## config.mk

```make
export PLATFORM = sky130hd
export DESIGN_NAME = paddle_quad_decoder_flat
export DESIGN_NICKNAME = d
export VERILOG_FILES = /design/src/rtl/qdpong_pkg.sv /design/src/rtl/paddle_quad_decoder_if.sv /design/src/rtl/enc_debounce.sv /design/src/rtl/paddle_quad_decoder.sv /design/src/flat_wrapper.sv
export SDC_FILE = /design/constraint.sdc
export NUM_CORES = 1
export LEC_CHECK = 0
export CAP_MARGIN = 40
export CORE_AREA = 2 2 60 76
export DETAILED_ROUTE_END_ITERATION = 12
export DIE_AREA = 0 0 62 78
export GPL_TIMING_DRIVEN = 0
export RECOVER_POWER = 50
export SLEW_MARGIN = 10
export SYNTH_ARGS = -nofsm -noshare
export SYNTH_HDL_FRONTEND = slang
export SYNTH_HIERARCHICAL = 1
export SYNTH_SLANG_ARGS = --single-unit
```

## constraint.sdc

```tcl
create_clock -name clk -period 2.5 [get_ports clk]
set_input_delay 0.375 -clock clk [delete_from_list [all_inputs] [get_ports clk]]
set_output_delay 0.375 -clock clk [all_outputs]
set_load 0.01 [all_outputs]
```

## src/rtl/qdpong_pkg.sv

```systemverilog
// Shared definitions for the quadrature paddle path: Gray-code states, direction
// encodings, default position geometry and the transition classifier.
package qdpong_pkg;

  localparam logic [1:0] Q00 = 2'b00;
  localparam logic [1:0] Q01 = 2'b01;
  localparam logic [1:0] Q11 = 2'b11;
  localparam logic [1:0] Q10 = 2'b10;

  localparam logic DIR_UP   = 1'b1;
  localparam logic DIR_DOWN = 1'b0;

  localparam int DEF_POS_WIDTH = 6;
  localparam int DEF_POS_RESET = 32;

  typedef enum logic [1:0] {
    QD_NONE,
    QD_FWD,
    QD_REV,
    QD_ERR
  } qd_event_e;

  // Forward order is 00->01->11->10->00; any two-bit jump is illegal.
  function automatic qd_event_e qd_decode(input logic [1:0] prev, input logic [1:0] cur);
    logic [1:0] fwd;
    logic [1:0] rev;
    qd_event_e  ev;
    unique case (prev)
      Q00:     begin fwd = Q01; rev = Q10; end
      Q01:     begin fwd = Q11; rev = Q00; end
      Q11:     begin fwd = Q10; rev = Q01; end
      default: begin fwd = Q00; rev = Q11; end
    endcase
    if (cur == prev)     ev = QD_NONE;
    else if (cur == fwd) ev = QD_FWD;
    else if (cur == rev) ev = QD_REV;
    else                 ev = QD_ERR;
    return ev;
  endfunction

endpackage

```

## src/rtl/paddle_quad_decoder_if.sv

```systemverilog
// Encoder-side inputs and position/event outputs of the paddle decoder.
interface paddle_quad_decoder_if
  import qdpong_pkg::*;
#(
  parameter int POS_WIDTH = DEF_POS_WIDTH
);
  logic                 sample_en;
  logic                 enc_a;
  logic                 enc_b;
  logic [POS_WIDTH-1:0] position;
  logic                 step_valid;
  logic                 dir;
  logic                 error;

  modport master (
    output sample_en, enc_a, enc_b,
    input  position, step_valid, dir, error
  );

  modport slave (
    input  sample_en, enc_a, enc_b,
    output position, step_valid, dir, error
  );
endinterface

```

## src/rtl/enc_debounce.sv

```systemverilog
// Two-flop synchroniser plus strobe-driven debounce for one encoder channel.
module enc_debounce #(
  parameter int DEBOUNCE_LEN = 4
) (
  input  logic clk,
  input  logic reset_n,
  input  logic sample_en,
  input  logic pin,
  output logic stable
);
  localparam int CNT_W = $clog2(DEBOUNCE_LEN);
  localparam logic [CNT_W-1:0] CNT_LAST = CNT_W'(DEBOUNCE_LEN - 1);

  logic [1:0]       sync_q, sync_d;
  logic             stable_q, stable_d;
  logic [CNT_W-1:0] cnt_q, cnt_d;

  always_comb begin
    sync_d   = {sync_q[0], pin};
    stable_d = stable_q;
    cnt_d    = cnt_q;
    if (sample_en) begin
      if (sync_q[1] == stable_q) begin
        cnt_d = '0;
      end else if (cnt_q == CNT_LAST) begin
        // The sample that would bring the run to DEBOUNCE_LEN is the accepting one.
        stable_d = sync_q[1];
        cnt_d    = '0;
      end else begin
        cnt_d = cnt_q + 1'b1;
      end
    end
  end

  always_ff @(posedge clk or negedge reset_n) begin
    if (!reset_n) begin
      sync_q   <= '0;
      stable_q <= 1'b0;
      cnt_q    <= '0;
    end else begin
      sync_q   <= sync_d;
      stable_q <= stable_d;
      cnt_q    <= cnt_d;
    end
  end

  assign stable = stable_q;

endmodule

```

## src/rtl/paddle_quad_decoder.sv

```systemverilog
// Debounced quadrature decoder producing a saturating paddle position with
// registered step/error pulses.
module paddle_quad_decoder
  import qdpong_pkg::*;
#(
  parameter int POS_WIDTH       = DEF_POS_WIDTH,
  parameter int POS_RESET       = DEF_POS_RESET,
  parameter int POS_MAX         = 63,
  parameter int DEBOUNCE_LEN    = 4,
  parameter int COUNTS_PER_STEP = 4
) (
  input  logic                clk,
  input  logic                reset_n,
  paddle_quad_decoder_if.slave bus
);
  localparam int SC_W = $clog2(COUNTS_PER_STEP) + 1;
  localparam logic signed [SC_W-1:0] SC_HI  = SC_W'(COUNTS_PER_STEP - 1);
  localparam logic signed [SC_W-1:0] SC_LO  = -SC_HI;
  localparam logic signed [SC_W-1:0] SC_ONE = SC_W'(1);
  localparam logic [POS_WIDTH-1:0] POS_TOP  = POS_WIDTH'(POS_MAX);
  localparam logic [POS_WIDTH-1:0] POS_INIT = POS_WIDTH'(POS_RESET);

  logic                   stable_a, stable_b;
  logic [1:0]             qstate;
  logic [1:0]             prev_q, prev_d;
  logic signed [SC_W-1:0] sub_q, sub_d;
  logic [POS_WIDTH-1:0]   position_q, position_d;
  logic                   step_valid_q, step_valid_d;
  logic                   dir_q, dir_d;
  logic                   error_q, error_d;
  qd_event_e              ev;
  logic                   take_step;
  logic                   step_dir;

  enc_debounce #(.DEBOUNCE_LEN(DEBOUNCE_LEN)) u_deb_a (
    .clk       (clk),
    .reset_n   (reset_n),
    .sample_en (bus.sample_en),
    .pin       (bus.enc_a),
    .stable    (stable_a)
  );

  enc_debounce #(.DEBOUNCE_LEN(DEBOUNCE_LEN)) u_deb_b (
    .clk       (clk),
    .reset_n   (reset_n),
    .sample_en (bus.sample_en),
    .pin       (bus.enc_b),
    .stable    (stable_b)
  );

  assign qstate = {stable_a, stable_b};

  // Clamp to [0, POS_MAX]; callers detect a blocked step by an unchanged result.
  function automatic logic [POS_WIDTH-1:0] sat_step(input logic [POS_WIDTH-1:0] pos,
                                                     input logic               up);
    if (up) return (pos < POS_TOP) ? pos + 1'b1 : pos;
    return (pos != '0) ? pos - 1'b1 : pos;
  endfunction

  always_comb begin
    ev           = qd_decode(prev_q, qstate);
    prev_d       = qstate;
    sub_d        = sub_q;
    position_d   = position_q;
    dir_d        = dir_q;
    step_valid_d = 1'b0;
    error_d      = 1'b0;
    take_step    = 1'b0;
    step_dir     = DIR_UP;
    unique case (ev)
      QD_FWD: begin
        if (sub_q == SC_HI) begin
          sub_d     = '0;
          take_step = 1'b1;
          step_dir  = DIR_UP;
        end else begin
          sub_d = sub_q + SC_ONE;
        end
      end
      QD_REV: begin
        if (sub_q == SC_LO) begin
          sub_d     = '0;
          take_step = 1'b1;
          step_dir  = DIR_DOWN;
        end else begin
          sub_d = sub_q - SC_ONE;
        end
      end
      QD_ERR: begin
        sub_d   = '0;
        error_d = 1'b1;
      end
      default: ;
    endcase
    if (take_step) begin
      position_d = sat_step(position_q, step_dir);
      // At a limit the detent is swallowed: no pulse and dir keeps its last value.
      if (position_d != position_q) begin
        step_valid_d = 1'b1;
        dir_d        = step_dir;
      end
    end
  end

  always_ff @(posedge clk or negedge reset_n) begin
    if (!reset_n) begin
      prev_q       <= Q00;
      sub_q        <= '0;
      position_q   <= POS_INIT;
      step_valid_q <= 1'b0;
      dir_q        <= DIR_DOWN;
      error_q      <= 1'b0;
    end else begin
      prev_q       <= prev_d;
      sub_q        <= sub_d;
      position_q   <= position_d;
      step_valid_q <= step_valid_d;
      dir_q        <= dir_d;
      error_q      <= error_d;
    end
  end

  assign bus.position   = position_q;
  assign bus.step_valid = step_valid_q;
  assign bus.dir        = dir_q;
  assign bus.error      = error_q;

endmodule

```

## src/flat_wrapper.sv

```systemverilog
// flat-port wrapper written by rule: the top's interface ports become plain ports
module paddle_quad_decoder_flat import qdpong_pkg::*;
#(
  parameter int POS_WIDTH       = DEF_POS_WIDTH,
  parameter int POS_RESET       = DEF_POS_RESET,
  parameter int POS_MAX         = 63,
  parameter int DEBOUNCE_LEN    = 4,
  parameter int COUNTS_PER_STEP = 4
)
  (clk, reset_n, bus_sample_en, bus_enc_a, bus_enc_b, bus_position, bus_step_valid, bus_dir, bus_error);
  paddle_quad_decoder_if #(.POS_WIDTH(POS_WIDTH)) bus_i ();
  input  logic clk;
  input  logic reset_n;
  input wire logic [$bits(bus_i.sample_en)-1:0] bus_sample_en;
  input wire logic [$bits(bus_i.enc_a)-1:0] bus_enc_a;
  input wire logic [$bits(bus_i.enc_b)-1:0] bus_enc_b;
  output wire logic [$bits(bus_i.position)-1:0] bus_position;
  output wire logic [$bits(bus_i.step_valid)-1:0] bus_step_valid;
  output wire logic [$bits(bus_i.dir)-1:0] bus_dir;
  output wire logic [$bits(bus_i.error)-1:0] bus_error;
  assign bus_i.sample_en = bus_sample_en;
  assign bus_i.enc_a = bus_enc_a;
  assign bus_i.enc_b = bus_enc_b;
  assign bus_position = bus_i.position;
  assign bus_step_valid = bus_i.step_valid;
  assign bus_dir = bus_i.dir;
  assign bus_error = bus_i.error;
  paddle_quad_decoder #(.POS_WIDTH(POS_WIDTH), .POS_RESET(POS_RESET), .POS_MAX(POS_MAX), .DEBOUNCE_LEN(DEBOUNCE_LEN), .COUNTS_PER_STEP(COUNTS_PER_STEP)) u_core (.clk(clk), .reset_n(reset_n), .bus(bus_i));
endmodule
```

# Word-level counts from Yosys, hierarchy flattened
# Index checks and enable logic that the tools add are counted.
# Widths: inputs -> output; s select.
[totals]
ff_bits = 24
input_bits = 5
out_inout_bits = 9
[op_classes]
add_sub_neg = 6
order_cmp = 1
n_eq_ne = 15
mux = 27
bitwise_logic = 2
n_reduce_logical = 6
[op_table]
columns = ["cell", "count"]
rows = [
  ["$mux 6", 5],
  ["$mux 2", 6],
  ["$pmux 2 s3", 2],
  ["$eq 2x2->1 const B", 5],
  ["$mux 1", 10],
  ["$pmux 3 s3", 1],
  ["$add 6x1->6 const B", 1],
  ["$eq 2x2->1", 3],
  ["$eq 3x3->1 const B", 2],
  ["$lt 6x6->1 const B", 1],
  ["$mux 3", 2],
  ["$ne 6x6->1", 1],
  ["$reduce_and 3->1", 2],
  ["$reduce_bool 6->1", 1],
  ["$sub 6x1->6 const B", 1],
  ["$add 2x1->2 const B", 2],
  ["$eq 2x1->1 const B", 2],
  ["$add 3x2->3 const B", 1],
  ["$reduce_bool 3->1", 1],
  ["$sub 3x2->3 const B", 1],
  ["$eq 1x1->1", 2],
  ["$logic_not 2->1", 1],
  ["$not 1->1", 2],
  ["$pmux 1 s2", 1],
  ["$reduce_and 2->1", 1],
]

# Depth between registers and ports, before layout
[logic_depth]
word_depth = 15
ltp_mapped = 9
mapped_depth_nobuf = 9

# Modules after synthesis
# Netlist, hierarchy kept.
[by_module_without_submodules]
columns = ["mod", "n_inst", "cells_each", "area_each_um2", "seq_area_each_um2"]
rows = [
  ["paddle_quad_decoder", 1, 104, 994.7, 351.6],
  ["enc_debounce", 2, 15, 193.9, 125.1],
]

# Worst setup path after synthesis
# No wires, ideal clock.
[synth_path]
path_kind = "register to register"
from = "register u_core.prev_q[1]"
to = "register u_core.position_q[5], in the netlist u_core/bus.position[5]"
setup_ns = 0.082
arrival_ns = 2.127
required_ns = 2.418
setup_slack_ns = 0.291
path_stages_with_launch = 9
synth_period_minus_slack_ns = 2.209
cell_sequence = "dfrtp_1 > mux2_4 > mux2i_4 > inv_1 > ha_1 > and4b_1 > nor2_1 > or3b_1 > a22oi_1"
[synth_between]
elab_chain_len = 12
elab_cells_between_ends = 19
[synth_rtl]
columns = ["element", "line_no", "source"]
rows = [
  ["start: declaration", "paddle_quad_decoder.sv:25", "logic [1:0] prev_q, prev_d;"],
  ["start signal: assignment", "paddle_quad_decoder.sv:114", "prev_q <= prev_d;"],
  ["$eq 2x2->1 (tied with other cells)", "qdpong_pkg.sv:28", "unique case (prev)"],
  ["$pmux 2 s3", "qdpong_pkg.sv:28", ""],
  ["$eq 2x2->1", "qdpong_pkg.sv:36", "else if (cur == rev) ev = QD_REV;"],
  ["$mux 1", "qdpong_pkg.sv:36", ""],
  ["$mux 2", "qdpong_pkg.sv:35", "else if (cur == fwd) ev = QD_FWD;"],
  ["$mux 2 (*)", "qdpong_pkg.sv:34", "if (cur == prev) ev = QD_NONE;"],
  ["$eq 2x2->1", "paddle_quad_decoder.sv:70", "unique case (ev)"],
  ["$mux 1", "n/a", ""],
  ["$mux 1", "paddle_quad_decoder.sv:56", "if (up) return (pos < POS_TOP) ? pos + 1'b1 : pos;"],
  ["$mux 1", "paddle_quad_decoder.sv:95", "if (take_step) begin"],
  ["$mux 6", "paddle_quad_decoder.sv:57", "return (pos != '0) ? pos - 1'b1 : pos;"],
  ["$mux 6", "paddle_quad_decoder.sv:95", ""],
  ["end signal: assignment", "paddle_quad_decoder.sv:116", "position_q <= position_d;"],
  ["end: declaration", "paddle_quad_decoder.sv:27", "logic [POS_WIDTH-1:0] position_q, position_d;"],
]
# Mark *: on every way between the ends. The rest lies on a longest branch, timed or not. The select of a mux whose other input is x is not followed.
# A chain may end at the register's enable or synchronous reset.

# Final worst setup path
[layout_path]
from = "register u_core.u_deb_a.stable_q, in the netlist u_core/u_deb_a/stable"
to = "register u_core.position_q[5], in the netlist u_core/bus.position[5]"
[layout_between]
elab_chain_len = 10
elab_cells_between_ends = 14
[layout_rtl]
columns = ["element", "line_no", "source"]
rows = [
  ["start: declaration", "enc_debounce.sv:15", "logic stable_q, stable_d;"],
  ["start signal: assignment", "enc_debounce.sv:42", "stable_q <= stable_d;"],
  ["$eq 2x2->1", "qdpong_pkg.sv:36", ""],
  ["$mux 1", "qdpong_pkg.sv:36", ""],
  ["$mux 2", "qdpong_pkg.sv:35", ""],
  ["$mux 2 (*)", "qdpong_pkg.sv:34", ""],
  ["$eq 2x2->1", "paddle_quad_decoder.sv:70", ""],
  ["$mux 1", "n/a", ""],
  ["$mux 1", "paddle_quad_decoder.sv:56", ""],
  ["$mux 1", "paddle_quad_decoder.sv:95", ""],
  ["$mux 6", "paddle_quad_decoder.sv:57", ""],
  ["$mux 6", "paddle_quad_decoder.sv:95", ""],
]
# Marks and branches as above.

==> reports/metrics.yaml <==
drive_above_1_share_pct: 11.8
clock_latency_ns: 0.26
grt_max_degree: 20
gp_congestion: 0.877
critPathKind: "flip-flop to flip-flop"
setup_viol: 0
p_total_mw: 1.91
drtPass1Iterations: 4
synth_nets: 151
worstHoldPathCells: 0
start_kind: "flip-flop"
slew_violations: 0
avgSynthCellArea_um2: 10.3
nets: 171
worstPathArrival_ns: 2.52
io_buffers: 13
ys_types: 38
coreArea_um2: 4070
tightest_slew_ns: 0.990
synth.cell_area_um2: 1380
drt_iter0_markers: 30
antenna_left: 0
vias: 1047
yosysTopAreaCell: "dfrtp_1"
hold_class: "flip-flop to flip-flop"
cts_root_buf: "clkbuf_8"
status: "completed"
die_h_um: 78
start_util_pct: 34.0
grt.overflow.total: 0
clock_sinks: 24
cts_hold_buf: 0
final_common_cell: "dfrtp_1"
path_max_fanout: 7
cp-end-kind: "flip-flop"
dp_hpwl_mm: 2.02
use_met2_pct: 20.2
drc: 0
cap_viol_max_count: 0
cts_made_buffers: 3
syn_to_final_growth_pct: 20.8
synth.top_cell.area_share_pct: 41.6
io_pins: 14
yosysSeqAreaShare_pct: 43.5
met3_usage_pct: 1.83
power_density_nw_per_um2: 1140
finClkSkew_ns: 0.00832
slew_headroom_pct: 34.0
ys_async_sr_fraction_pct: 100
final_cell_mix: "22 x dfrtp_1, 13 x inv_1, 12 x nand2_1, 12 x ha_1, 10 x clkdlybuf4s50_1"
period_minus_slack_ns: 2.33
grt_busiest_layer: "met2"
grt_use_total_pct: 12.5
syn_inst: 134
synth-seq-cells: 24
use_met1_pct: 16.8
hp-start: "u_core/u_deb_a/sync_q[0]"
leakage_nw: 0.722
ys.flop_type: "dfrtp_1"
avgViaCountPerCell: 5.01
dpl_cell_area_um2: 1600
final_area_um2: 1670
clk_pin_slew_ns: 0.09
yosys_warnings: 6
fin_tns_setup_ns: 0
wl_mm: 2.67
grt_setup_unrepaired: "no"
cts.path.max_buffers: 2
rows: 26
synth_edf_count: 0
insertedDiodeCount: 0
required_ns: 2.69
cts_tree: "built"
fillers: 412
grt_pass1_vias: 1122
grt_pass1_wl_mm: 4.83
r2r_cells: 8
worstReg2RegStart: "u_core/u_deb_a/stable"
max_freq_mhz: 429
netlist_top_cells_area: "dfrtp_1 42%, ha_1 11%, mux2i_1 3.6%, inv_1 3.5%, nand2_1 3.3%"
cts_max_level: 1
die_area_um2: 4840
finalHoldViolCount: 0
vdd_ir_drop_max_mv: 0.403
rrSetupSlack_ns: 0.17
hold_path_end: "u_core/u_deb_a/sync_q[1]"
antenna_found_initial: 0
post-route-period-util_pct: 93.2
reg2reg_to: "u_core/bus.position[5]"
wire_per_inst_um: 12.8
die_w_um: 62
worst max-delay path by stage:
| stage | startpoint | endpoint | slack [ns] | cells past startpoint |
|---|---|---|---|---|
| after floorplan | u_core/prev_q[1] | u_core/bus.position[5] | 0.29 | 8 |
| after global placement | u_core/prev_q[1] | u_core/bus.position[5] | 0.09 | 8 |
| after detailed placement | u_core/prev_q[1] | u_core/bus.position[5] | 0.05 | 8 |
| after CTS | u_core/prev_q[1] | u_core/bus.position[5] | 0.02 | 8 |
| after global routing | u_core/u_deb_a/stable | u_core/bus.position[5] | 0.02 | 8 |
| final | u_core/u_deb_a/stable | u_core/bus.position[5] | 0.17 | 8 |
stage by stage:
step	cells	worst slack [ns]	utilization (%)	hold WS [ns]
CTS	208	0.0153	41.0	0.357
global route	209	0.0175	41.1	0.365
global placement	203	0.0869	38.9	0.336
detailed placement	204	0.0518	39.3	0.336
floorplan	134	0.291	-	0.0794
finish	209	0.170	41.1	0.351
synth_stat cells, drive strengths merged (3+ instances only):
cell type / instances
xnor2: 3
or3b: 3
ha: 12
nand2: 12
mux2i: 6
mux2: 3
nor3: 4
nor2: 5
o31ai: 3
o21ai: 8
nand3: 5
dfrtp: 23
o22ai: 4
inv: 13
area by class of cell:
cell class                      instances  area [µm²]  share of cell area [%]
Inverter                               13        48.8                    2.92
Buffer                                  2        10.0                   0.599
Clock buffer                            3        41.3                    2.47
Sequential cell                        24         603                    36.1
Timing Repair Buffer                   15         141                    8.46
Clock inverter                          1        30.0                    1.80
Multi-Input combinational cell         95         726                    43.4
Tap cell                               56        70.1                    4.19
state kept, by name, summed over array words and instances (netlist names), 2 cells and up:
signal	count
u_core/u_deb_b/cnt_q	2
u_core/u_deb_a/cnt_q	2
u_core/prev_q	2
u_core/u_deb_a/sync_q	2
u_core/u_deb_b/sync_q	2
u_core/sub_q	3
u_core/bus.position	6
worst max-delay path, stage by stage (launching register included):
cell	delay, ns
dfrtp_1	0.47
mux2_4	0.31
mux2i_4	0.18
inv_1	0.09
ha_1	0.29
and4b_1	0.30
nor2_2	0.11
or3b_1	0.36
a22oi_1	0.15
report_power, final:
part           switching [mW]  internal (mW)  leakage, nW
sequential              0.147          0.516        0.304
combinational           0.454          0.454        0.382
clock                   0.124          0.214       0.0357
total                   0.724           1.18        0.722
layer usage:
metal,routed length (µm),up-vias,part of all wire [%]
met1,1200,509,45
li1,-,519,-
met3,74,4,2.8
met2,1380,15,51
met4,27,0,1.0
met5,0,-,0
cell families (layout without fill, tap and decap cells):
kind of cell / after synthesis / count (layout) / share of synthesized area (%)
XOR/XNOR: 3 / 3 / 1.90
AND/OR/NAND/NOR: 41 / 41 / 16.8
multiplexers: 9 / 9 / 7.96
adder cells (fa/ha/maj): 12 / 12 / 10.9
buffers and inverters: 15 / 34 / 4.25
flip-flops: 24 / 24 / 43.5
AO/OA/AOI/OAI: 30 / 30 / 14.7
timing repair:
item / in CTS / in global routing
gates resized for setup: 0 / 4
setup buffers: 0 / 1
endpoints found under the setup margin: 0 / 7
No activity file was read; power rests on OpenSTA's default activity.
